$ cat config.mk
export PLATFORM = sky130hd
export DESIGN_NAME = cdb_arbiter
export DESIGN_NICKNAME = d
export VERILOG_FILES = /design/src/rtl/cdb_arbiter.sv
export SDC_FILE = /design/constraint.sdc
export NUM_CORES = 1
export LEC_CHECK = 0
export ABC_AREA = 1
export CAP_MARGIN = 0
export CORE_ASPECT_RATIO = 0.6
export CORE_MARGIN = 5
export CORE_UTILIZATION = 50
export CTS_BUF_LIST = sky130_fd_sc_hd__clkbuf_4 sky130_fd_sc_hd__clkbuf_8
export CTS_CLUSTER_SIZE = 12
export DETAILED_ROUTE_END_ITERATION = 7
export PLACE_DENSITY = 0.8
export SETUP_SLACK_MARGIN = 0.4
export SYNTH_ARGS = -nofsm -noshare
export SYNTH_HDL_FRONTEND = slang
export SYNTH_SLANG_ARGS = --single-unit
export TNS_END_PERCENT = 5
$ cat constraint.sdc
create_clock -name clk -period 8.8 [get_ports clk]
set_clock_uncertainty 0.05 [all_clocks]
set_input_delay 1.76 -clock clk [delete_from_list [all_inputs] [get_ports clk]]
set_output_delay 1.76 -clock clk [all_outputs]
set_load 0.005 [all_outputs]
$ cat src/rtl/cdb_arbiter.sv
// Purpose: round-robin arbiter that moves ALU/MEM/branch results onto one registered common data bus.
// Latency: a result accepted at edge E is broadcast after edge E+1, so it is visible one cycle later.
// Backpressure: each FU has a 1-entry buffer; *_ready drops while that buffer waits for a grant or during flush.
//
// Ports:
//   clk, reset (sync, active-high), flush (drops buffered and incoming results)
//   {alu,mem,br}_valid/_pd/_rob/_result in, {alu,mem,br}_ready out, br_mispredict in
//   cdb_valid/_pd/_rob/_data/_rf_we/_src/_mispredict out (registered)
//   Build option CDB_STATS_EN adds stall_alu/stall_mem/stall_br/grant_total saturating counters.
module cdb_arbiter #(
  parameter int PREG_W = 7,
  parameter int ROB_W  = 5,
  parameter int DATA_W = 32
) (
  input  logic              clk,
  input  logic              reset,
  input  logic              flush,
  input  logic              alu_valid,
  input  logic [PREG_W-1:0] alu_pd,
  input  logic [ROB_W-1:0]  alu_rob,
  input  logic [DATA_W-1:0] alu_result,
  output logic              alu_ready,
  input  logic              mem_valid,
  input  logic [PREG_W-1:0] mem_pd,
  input  logic [ROB_W-1:0]  mem_rob,
  input  logic [DATA_W-1:0] mem_result,
  output logic              mem_ready,
  input  logic              br_valid,
  input  logic [PREG_W-1:0] br_pd,
  input  logic [ROB_W-1:0]  br_rob,
  input  logic [DATA_W-1:0] br_result,
  output logic              br_ready,
  input  logic              br_mispredict,
  output logic              cdb_valid,
  output logic [PREG_W-1:0] cdb_pd,
  output logic [ROB_W-1:0]  cdb_rob,
  output logic [DATA_W-1:0] cdb_data,
  output logic              cdb_rf_we,
  output logic [1:0]        cdb_src,
  output logic              cdb_mispredict
`ifdef CDB_STATS_EN
  ,
  output logic [31:0]       stall_alu,
  output logic [31:0]       stall_mem,
  output logic [31:0]       stall_br,
  output logic [31:0]       grant_total
`endif
);

  localparam logic [1:0] SRC_BR = 2'd2;

  typedef struct packed {
    logic [PREG_W-1:0] pd;
    logic [ROB_W-1:0]  rob;
    logic [DATA_W-1:0] data;
    logic              mispredict;
  } entry_t;

  function automatic logic [1:0] wrap_inc(input logic [1:0] p);
    return (p == 2'd2) ? 2'd0 : p + 2'd1;
  endfunction

  entry_t     in_ent [3];
  logic [2:0] in_vld;
  entry_t     buf_q  [3];
  logic [2:0] buf_v;
  logic [1:0] rr_ptr;
  logic [2:0] grant;
  logic [2:0] ready;
  logic [2:0] accept;
  logic [1:0] win;
  logic [1:0] idx;
  logic       any_grant;

  // Only the branch unit carries a mispredict flag; the other slots store 0.
  always_comb begin
    in_ent[0] = '{pd: alu_pd, rob: alu_rob, data: alu_result, mispredict: 1'b0};
    in_ent[1] = '{pd: mem_pd, rob: mem_rob, data: mem_result, mispredict: 1'b0};
    in_ent[2] = '{pd: br_pd,  rob: br_rob,  data: br_result,  mispredict: br_mispredict};
    in_vld    = {br_valid, mem_valid, alu_valid};
  end

  // Search rr_ptr, rr_ptr+1, rr_ptr+2 (mod 3); first occupied buffer wins.
  always_comb begin
    grant     = '0;
    win       = '0;
    any_grant = 1'b0;
    idx       = rr_ptr;
    for (int k = 0; k < 3; k++) begin
      if (!any_grant && buf_v[idx]) begin
        any_grant = 1'b1;
        win       = idx;
      end
      idx = wrap_inc(idx);
    end
    if (any_grant) grant[win] = 1'b1;
  end

  // A buffer being drained this cycle may be refilled at the same edge.
  assign ready     = {3{~flush}} & (~buf_v | grant);
  assign accept    = in_vld & ready;
  assign alu_ready = ready[0];
  assign mem_ready = ready[1];
  assign br_ready  = ready[2];

  always_ff @(posedge clk) begin
    if (reset) begin
      for (int s = 0; s < 3; s++) buf_q[s] <= '0;
      buf_v          <= '0;
      rr_ptr         <= 2'd0;
      cdb_valid      <= 1'b0;
      cdb_pd         <= '0;
      cdb_rob        <= '0;
      cdb_data       <= '0;
      cdb_rf_we      <= 1'b0;
      cdb_src        <= 2'd0;
      cdb_mispredict <= 1'b0;
    end else if (flush) begin
      buf_v          <= '0;
      cdb_valid      <= 1'b0;
      cdb_rf_we      <= 1'b0;
      cdb_mispredict <= 1'b0;
    end else begin
      for (int s = 0; s < 3; s++) begin
        if (accept[s]) begin
          buf_q[s] <= in_ent[s];
          buf_v[s] <= 1'b1;
        end else if (grant[s]) begin
          buf_v[s] <= 1'b0;
        end
      end
      if (any_grant) begin
        cdb_valid      <= 1'b1;
        cdb_pd         <= buf_q[win].pd;
        cdb_rob        <= buf_q[win].rob;
        cdb_data       <= buf_q[win].data;
        cdb_src        <= win;
        // pd 0 is the hardwired zero register: broadcast for ROB completion only.
        cdb_rf_we      <= |buf_q[win].pd;
        cdb_mispredict <= (win == SRC_BR) && buf_q[win].mispredict;
        rr_ptr         <= wrap_inc(win);
      end else begin
        // Payload holds; the strobes that qualify it drop with cdb_valid.
        cdb_valid      <= 1'b0;
        cdb_rf_we      <= 1'b0;
        cdb_mispredict <= 1'b0;
      end
    end
  end

`ifdef CDB_STATS_EN
  logic [2:0] stall;
  assign stall = buf_v & ~grant;

  function automatic logic [31:0] sat_inc(input logic [31:0] c, input logic en);
    return (en && (c != '1)) ? c + 32'd1 : c;
  endfunction

  // Statistics survive flush; only reset clears them.
  always_ff @(posedge clk) begin
    if (reset) begin
      stall_alu   <= '0;
      stall_mem   <= '0;
      stall_br    <= '0;
      grant_total <= '0;
    end else begin
      stall_alu   <= sat_inc(stall_alu, stall[0]);
      stall_mem   <= sat_inc(stall_mem, stall[1]);
      stall_br    <= sat_inc(stall_br,  stall[2]);
      grant_total <= sat_inc(grant_total, cdb_valid);
    end
  end
`endif

endmodule

==> results.toml, run 1 <==
[clocking]
cts_resized = 0
htreeDepth = 4
clk_pin_slew_ns = 0.10
tritoncts = "yes"
cts_setup_buffers = 0
cts_buffers = 17
hold_buffers = 0
clockBufferDepth = 2
insertion_delay_ns = 0.45
cts_sinks = 187
cts-root-buf = "clkbuf_8"

[power]
total_power_mw = 2.599
p_per_area_mw_per_mm2 = 246.4
ir_worst_vdd_v = 0.0001452
leakagePower_nw = 4.620

[floorplan]
die_h_microns = 108.9
fp.dieW_microns = 174.9
placement_rows = 36
coreArea_sq_mm = 0.01613
initial_core_util_pct = 50.56
ioPinCount = 191
dieArea_sq_mm = 0.01904

[cells_and_area]
layout.nets = 1160
area_growth_pct = 29.39
fin_area_sq_mm = 0.01055
antenna_cells = 0
drive_gt1_share_pct = 12.38

[worst_setup_path]
cp_slowest_stage_delay_ns = 0.66
cp_max_fo = 47
crit_cells = 9
r2r_start = "rr_ptr[1]"
cp-startpoint = "rr_ptr[1]"
cp_top_family = "simple AND/OR/NAND/NOR gates"
cp_slowest_cell = "nand2_2"
critPathRequiredTime_ns = 6.99
worstSetupPathType = "reg -> out"
critical_path_buf_inv_count = 1
reg2reg_depth = 10
worstPathArrival_ns = 3.24
critPathLaunchType = "flip-flop"
cp-end-kind = "output pin"
cp_cell_sequence = "nand2_1 > nor2_1 > nor2_4 > nand4_1 > nand2_2 > nor2_4 > nand2_2 > a21oi_1 > clkdlybuf4s50_1"

[synthesis]
synth_top_area_share_pct = 48.99
synth_edf_count = 133
synth_most_common_cell = "inv_1"
ys_seq_area_share_pct = 62.25
synth_cell_types = 27
ys.flop_type = "edfxtp_1"
synth_area_per_cell_sq_um = 9.592
synth_cells = 850
yosys_warnings = 0
synth_seq_cells = 187
ys_top_cells_by_area = "edfxtp_1, dfxtp_1, inv_1, nand2_1, nor2_2"
async_flop_share_pct = 0
synthTopCellsByCount = "inv_1, nand2_1, edfxtp_1"
synth_area_sq_mm = 0.008153
synth_top_area_cell = "edfxtp_1"
syn-num-nets = 989

[placement]
hpwl_mm = 12.95
port_buffers = 190
gp_congestion = 0.8236
placed_cell_area_sq_mm = 0.01014

[timing]
period_needed_ns = 5.047
maxSlewViolCount = 0
worst_hold_slack_ns = 0.4188
fin_crit_sh_pct = 57.35
finalSetupViolations = 0
max_freq_ghz = 0.1981
setup-tns-final_ns = 0
hold_viol = 0
maxSlewHeadroom_pct = 22.49
rsz0062_at_grt = "false"
worst-slew-pin-transition_ns = 1.159

[detailed_routing]
drc = 0
drt-total-wl_mm = 19.89
wire_per_inst_microns = 16.00
viasPerCell = 4.986
drt-pass1-iter-count = 5
ant_nets = 0
drt-initial-drc-count = 610
vias = 6197

[grt]
antenna_found_initial = 0
grt_pass1_vias = 6045
overflow = 0
grt_start_max_net_pins = 134
grt_first_pass_wirelength_mm = 31.64
grtUsageTotal_pct = 21.26

[run]
drv_cap = 0

[hold_path]
whs_path_depth = 2
hold_path_startpoint = "cdb_src[0]"
hold_path.class = "reg -> reg"

[status]
status = "finished clean"
## cell type report
| type | instances | area (sq um) |
|---|---|---|
| clock inverter | 13 | 155.1 |
| timing repair buffer | 195 | 1939 |
| clock buffer | 19 | 255.2 |
| tap | 209 | 261.5 |
| sequential | 187 | 5075 |
| fill | 1273 | 5577 |
| multi-input combinational | 447 | 2213 |
| inverter | 173 | 649.4 |
## state kept, by name, indices dropped and copies added (netlist names)
name	flops
cdb_src	2
cdb_rob	5
cdb_valid	1
buf_q	133
rr_ptr	2
cdb_data	32
cdb_pd	7
buf_v	3
cdb_mispredict	1
cdb_rf_we	1
## where the power goes
part / internal (mW) / switching [mW] / total [mW]
sequential: 1.09 / 0.0836 / 1.18
clock: 0.271 / 0.321 / 0.592
combinational: 0.352 / 0.476 / 0.828
## stage by stage
step	setup WS, ns	utilization [%]	cells
after global placement	3.996	62.87	1211
after floorplan	4.966	-	850
after global routing	3.488	65.42	1243
after CTS	3.740	65.42	1243
final	3.753	65.42	1243
after detailed placement	3.916	62.87	1211
## layer usage
metal | wire, microns | vias to the layer above | part of all wire [%] | track usage, %
met2 | 8618 | 303 | 43 | 31.82
met1 | 9238 | 2845 | 46 | 31.08
li1 | - | 3030 | - | -
met3 | 1852 | 19 | 9.3 | 5.891
met5 | 0 | - | 0 | 0
met4 | 178 | 0 | 0.90 | 5.098
## cells by family (layout without fill, tap and decap cells)
kind of cell,after synthesis,count (layout),synth area share (%)
flip-flops,187,187,62.25
AO/OA/AOI/OAI,106,106,7.628
buffers and inverters,216,400,10.93
AND/OR/NAND/NOR,341,341,19.20
## worst reg2reg max path: cells and delay by family (launching register included)
| family | cells | cell delay [ns] |
|---|---|---|
| AOI/OAI and AO/OA | 2 | 0.31 |
| and+or+nand+nor | 6 | 1.68 |
| buffers and inverters | 2 | 1.12 |
| DFF | 1 | 0.56 |
## final timing paths
path / slack [ns] / to
worst min register to register: 0.42 / cdb_src[0]
worst min-delay path: 0.42 / cdb_src[0]
worst max-delay path: 3.75 / alu_ready
worst max register to register: 5.03 / cdb_pd[1]
## layout by cell type (no fill, tap or decap), types with 2 or more instances in the layout
master and count:
clkinv_4 2, a31oi_1 20, nand3_2 4, a21oi_1 39, a22oi_1 5, nand2_2 8
dfxtp_1 54, nor2_1 71, nor2_4 3, buf_4 5, inv_2 4, o211ai_1 19
inv_8 2, inv_1 168, bufinv_16 2, nand3_1 24, clkinvlp_4 2, nand2_1 155
o21ai_0 21, edfxtp_1 133, clkbuf_8 18, inv_6 4, clkdlybuf4s50_1 190, nor2_2 70
nand4_1 3
Power figures use the tool's default switching activity.
==> inputs of run 2 (changes only) <==
--- a/config.mk
+++ b/config.mk
@@ -9,11 +9,11 @@
 export CAP_MARGIN = 0
 export CORE_ASPECT_RATIO = 0.6
 export CORE_MARGIN = 5
-export CORE_UTILIZATION = 50
+export CORE_UTILIZATION = 47
 export CTS_BUF_LIST = sky130_fd_sc_hd__clkbuf_4 sky130_fd_sc_hd__clkbuf_8
 export CTS_CLUSTER_SIZE = 12
 export DETAILED_ROUTE_END_ITERATION = 7
-export PLACE_DENSITY = 0.8
+export PLACE_DENSITY = 0.79
 export SETUP_SLACK_MARGIN = 0.4
 export SYNTH_ARGS = -nofsm -noshare
 export SYNTH_HDL_FRONTEND = slang
==> constraint.sdc (replaced) <==
create_clock -name clk -period 4.1 [get_ports clk]
set_clock_uncertainty 0.05 [all_clocks]
set_input_delay 0.82 -clock clk [delete_from_list [all_inputs] [get_ports clk]]
set_output_delay 0.82 -clock clk [all_outputs]
set_load 0.005 [all_outputs]
==> run 2 against run 1 <==
  * Critical path depth unchanged
  * Non-clock buffer count increased by 7
  * Count of clock-buffer cells in the layout decreased by 2
  * Sequential share of layout area decreased by 0.44 points
  * First-iteration DRC count decreased by 19%
  * Critical path type unchanged
  * Sequential cell count unchanged
  * Combinational power increased by 120%
  * Final cell count increased by 2.6%
  * Highest routed layer unchanged
==> results.toml, run 2 (synthesis results as in run 1) <==
[power]
p_int_mw = 3.579
leakagePower_nw = 4.663
power_frac_comb_pct = 32.7
clkPwrFrac_pct = 21.5
ir_worst_vdd_v = 0.0003665
total_power_mw = 5.516
seqPwrFrac_pct = 45.8
p_sw_share_pct = 35.11
power.switching_mw = 1.937
p_per_area_mw_per_mm2 = 518.1

[detailed_routing]
drc = 0
ant_nets = 0
drt-pass1-iter-count = 5
drt-initial-drc-count = 497
wire_per_inst_microns = 15.71
drt-total-wl_mm = 20.03
vias = 6198
viasPerCell = 4.861

[clocking]
cts_setup_buffers = 0
clk_pin_slew_ns = 0.09
cts_sinks = 187
cts_buffers = 17
hold_buffers = 0
cts_resized = 0
clockBufferDepth = 2
htreeDepth = 4
tritoncts = "yes"
insertion_delay_ns = 0.45
cts-root-buf = "clkbuf_8"

[cells_and_area]
area_growth_pct = 30.59
largest_reg_flops = 133
drive_gt1_share_pct = 13.06
layout_commonest_cell = "clkdlybuf4s50_1"
antenna_cells = 0
largest_registers = "buf_q x133, cdb_data x32, cdb_pd x7"
top_register = "buf_q"
layout_common_cells = "clkdlybuf4s50_1, inv_1, nand2_1"
layout.nets = 1167

[floorplan]
coreArea_sq_mm = 0.01708
ioPinCount = 191
fp.dieW_microns = 180.0
dieArea_sq_mm = 0.02017
initial_core_util_pct = 47.73
die_h_microns = 112.0
placement_rows = 37

[run]
drv_cap = 0

[placement]
hpwl_mm = 13.41
gp_congestion = 0.8344
place_worst_setup_slack_ns = 1.031
port_buffers = 190

[timing]
max_freq_ghz = 0.2932
hold_viol = 0
finalWorstSetupSlack_ns = 0.6889
setup-tns-final_ns = 0
worst-slew-pin-transition_ns = 0.6842
finalSetupViolations = 0
maxSlewViolCount = 0
period_needed_ns = 3.411
rsz0062_at_grt = "false"
fin_crit_sh_pct = 83.20
maxSlewHeadroom_pct = 54.39

[worst_setup_path]
critPathLaunchType = "flip-flop"
critPathRequiredTime_ns = 3.23
worstSetupPathType = "reg -> out"
worstPathArrival_ns = 2.54
cp_max_fo = 10
cp-end-kind = "output pin"

[grt]
grt_start_max_net_pins = 54
grt_first_pass_wirelength_mm = 31.72
grt_pass1_vias = 6188
antenna_found_initial = 0
overflow = 0
grtUsageTotal_pct = 19.70

[hold_path]
hold_path.class = "reg -> reg"

[status]
status = "finished clean"
## run 2: cell types whose count changed in the layout (fill, tap and decap cells not counted)
| cell | change |
|---|---|
| clkinv_2 | +1 |
| clkbuf_4 | -1 |
| buf_4 | +4 |
| clkinv_1 | -1 |
| clkinvlp_4 | -1 |
| clkinv_4 | -1 |
| clkinv_8 | +3 |
| inv_2 | +1 |
| bufinv_16 | -2 |
| inv_8 | +1 |
| inv_6 | +1 |
| clkbuf_8 | -1 |
| buf_12 | +3 |
## run 2: layer usage
layer  vias to the layer above  track usage, %  wire length, microns
li1                       3032               -                     -
met1                      2857           27.40                  8969
met2                       283           30.72                  8967
met3                        26           5.538                  1865
met4                         0           5.438                   229
met5                         -               0                     0
## run 2: stage by stage
| step | utilization, % | area, sq um | hold WS, ns | cells |
|---|---|---|---|---|
| finish | 62.32 | 10650 | 0.4317 | 1275 |
| CTS | 62.32 | 10650 | 0.4360 | 1275 |
| detailed placement | 60.06 | 10260 | 0.4202 | 1243 |
| floorplan | - | 8153 | 0.4051 | 850 |
| global route | 62.32 | 10650 | 0.4553 | 1275 |
| global placement | 60.06 | 10260 | 0.4203 | 1243 |
## run 2: layout make-up
cell class | instances | area [sq um]
Tap cell | 234 | 292.8
Multi-Input combinational cell | 447 | 2213
Fill cell | 1384 | 6436
Timing Repair Buffer | 202 | 2029
Inverter | 173 | 649.4
Clock inverter | 15 | 152.6
Clock buffer | 17 | 234.0
Sequential cell | 187 | 5075
## run 2: power groups by stage
stage	Sequential [mW]	Clock, mW	Combinational (mW)
after floorplan	2.52	0	0.957
after global placement	2.56	0	1.78
after detailed placement	2.56	0	1.81
after CTS	2.52	1.20	1.82
after global routing	2.56	1.29	1.99
final	2.53	1.19	1.80
## run 2: path summary, 6_finish.rpt
kind | start | to | slack [ns] | cells past startpoint
worst max register to register | rr_ptr[1] | buf_q[2][17] | 1.21 | 14
worst min-delay path | cdb_src[0] | cdb_src[0] | 0.43 | 2
worst max-delay path | rr_ptr[0] | alu_ready | 0.69 | 9
worst min register to register | cdb_src[0] | cdb_src[0] | 0.43 | 2
## run 2: critical path, stage by stage (launching register included)
cell and delay (ns):
dfxtp_1 0.58, nand3_2 0.20, nand2_2 0.13, nor2_4 0.04, nand4_1 0.08, nand2_2 0.18
nor2_4 0.17, nand2_2 0.06, a21oi_1 0.15, clkdlybuf4s50_1 0.51
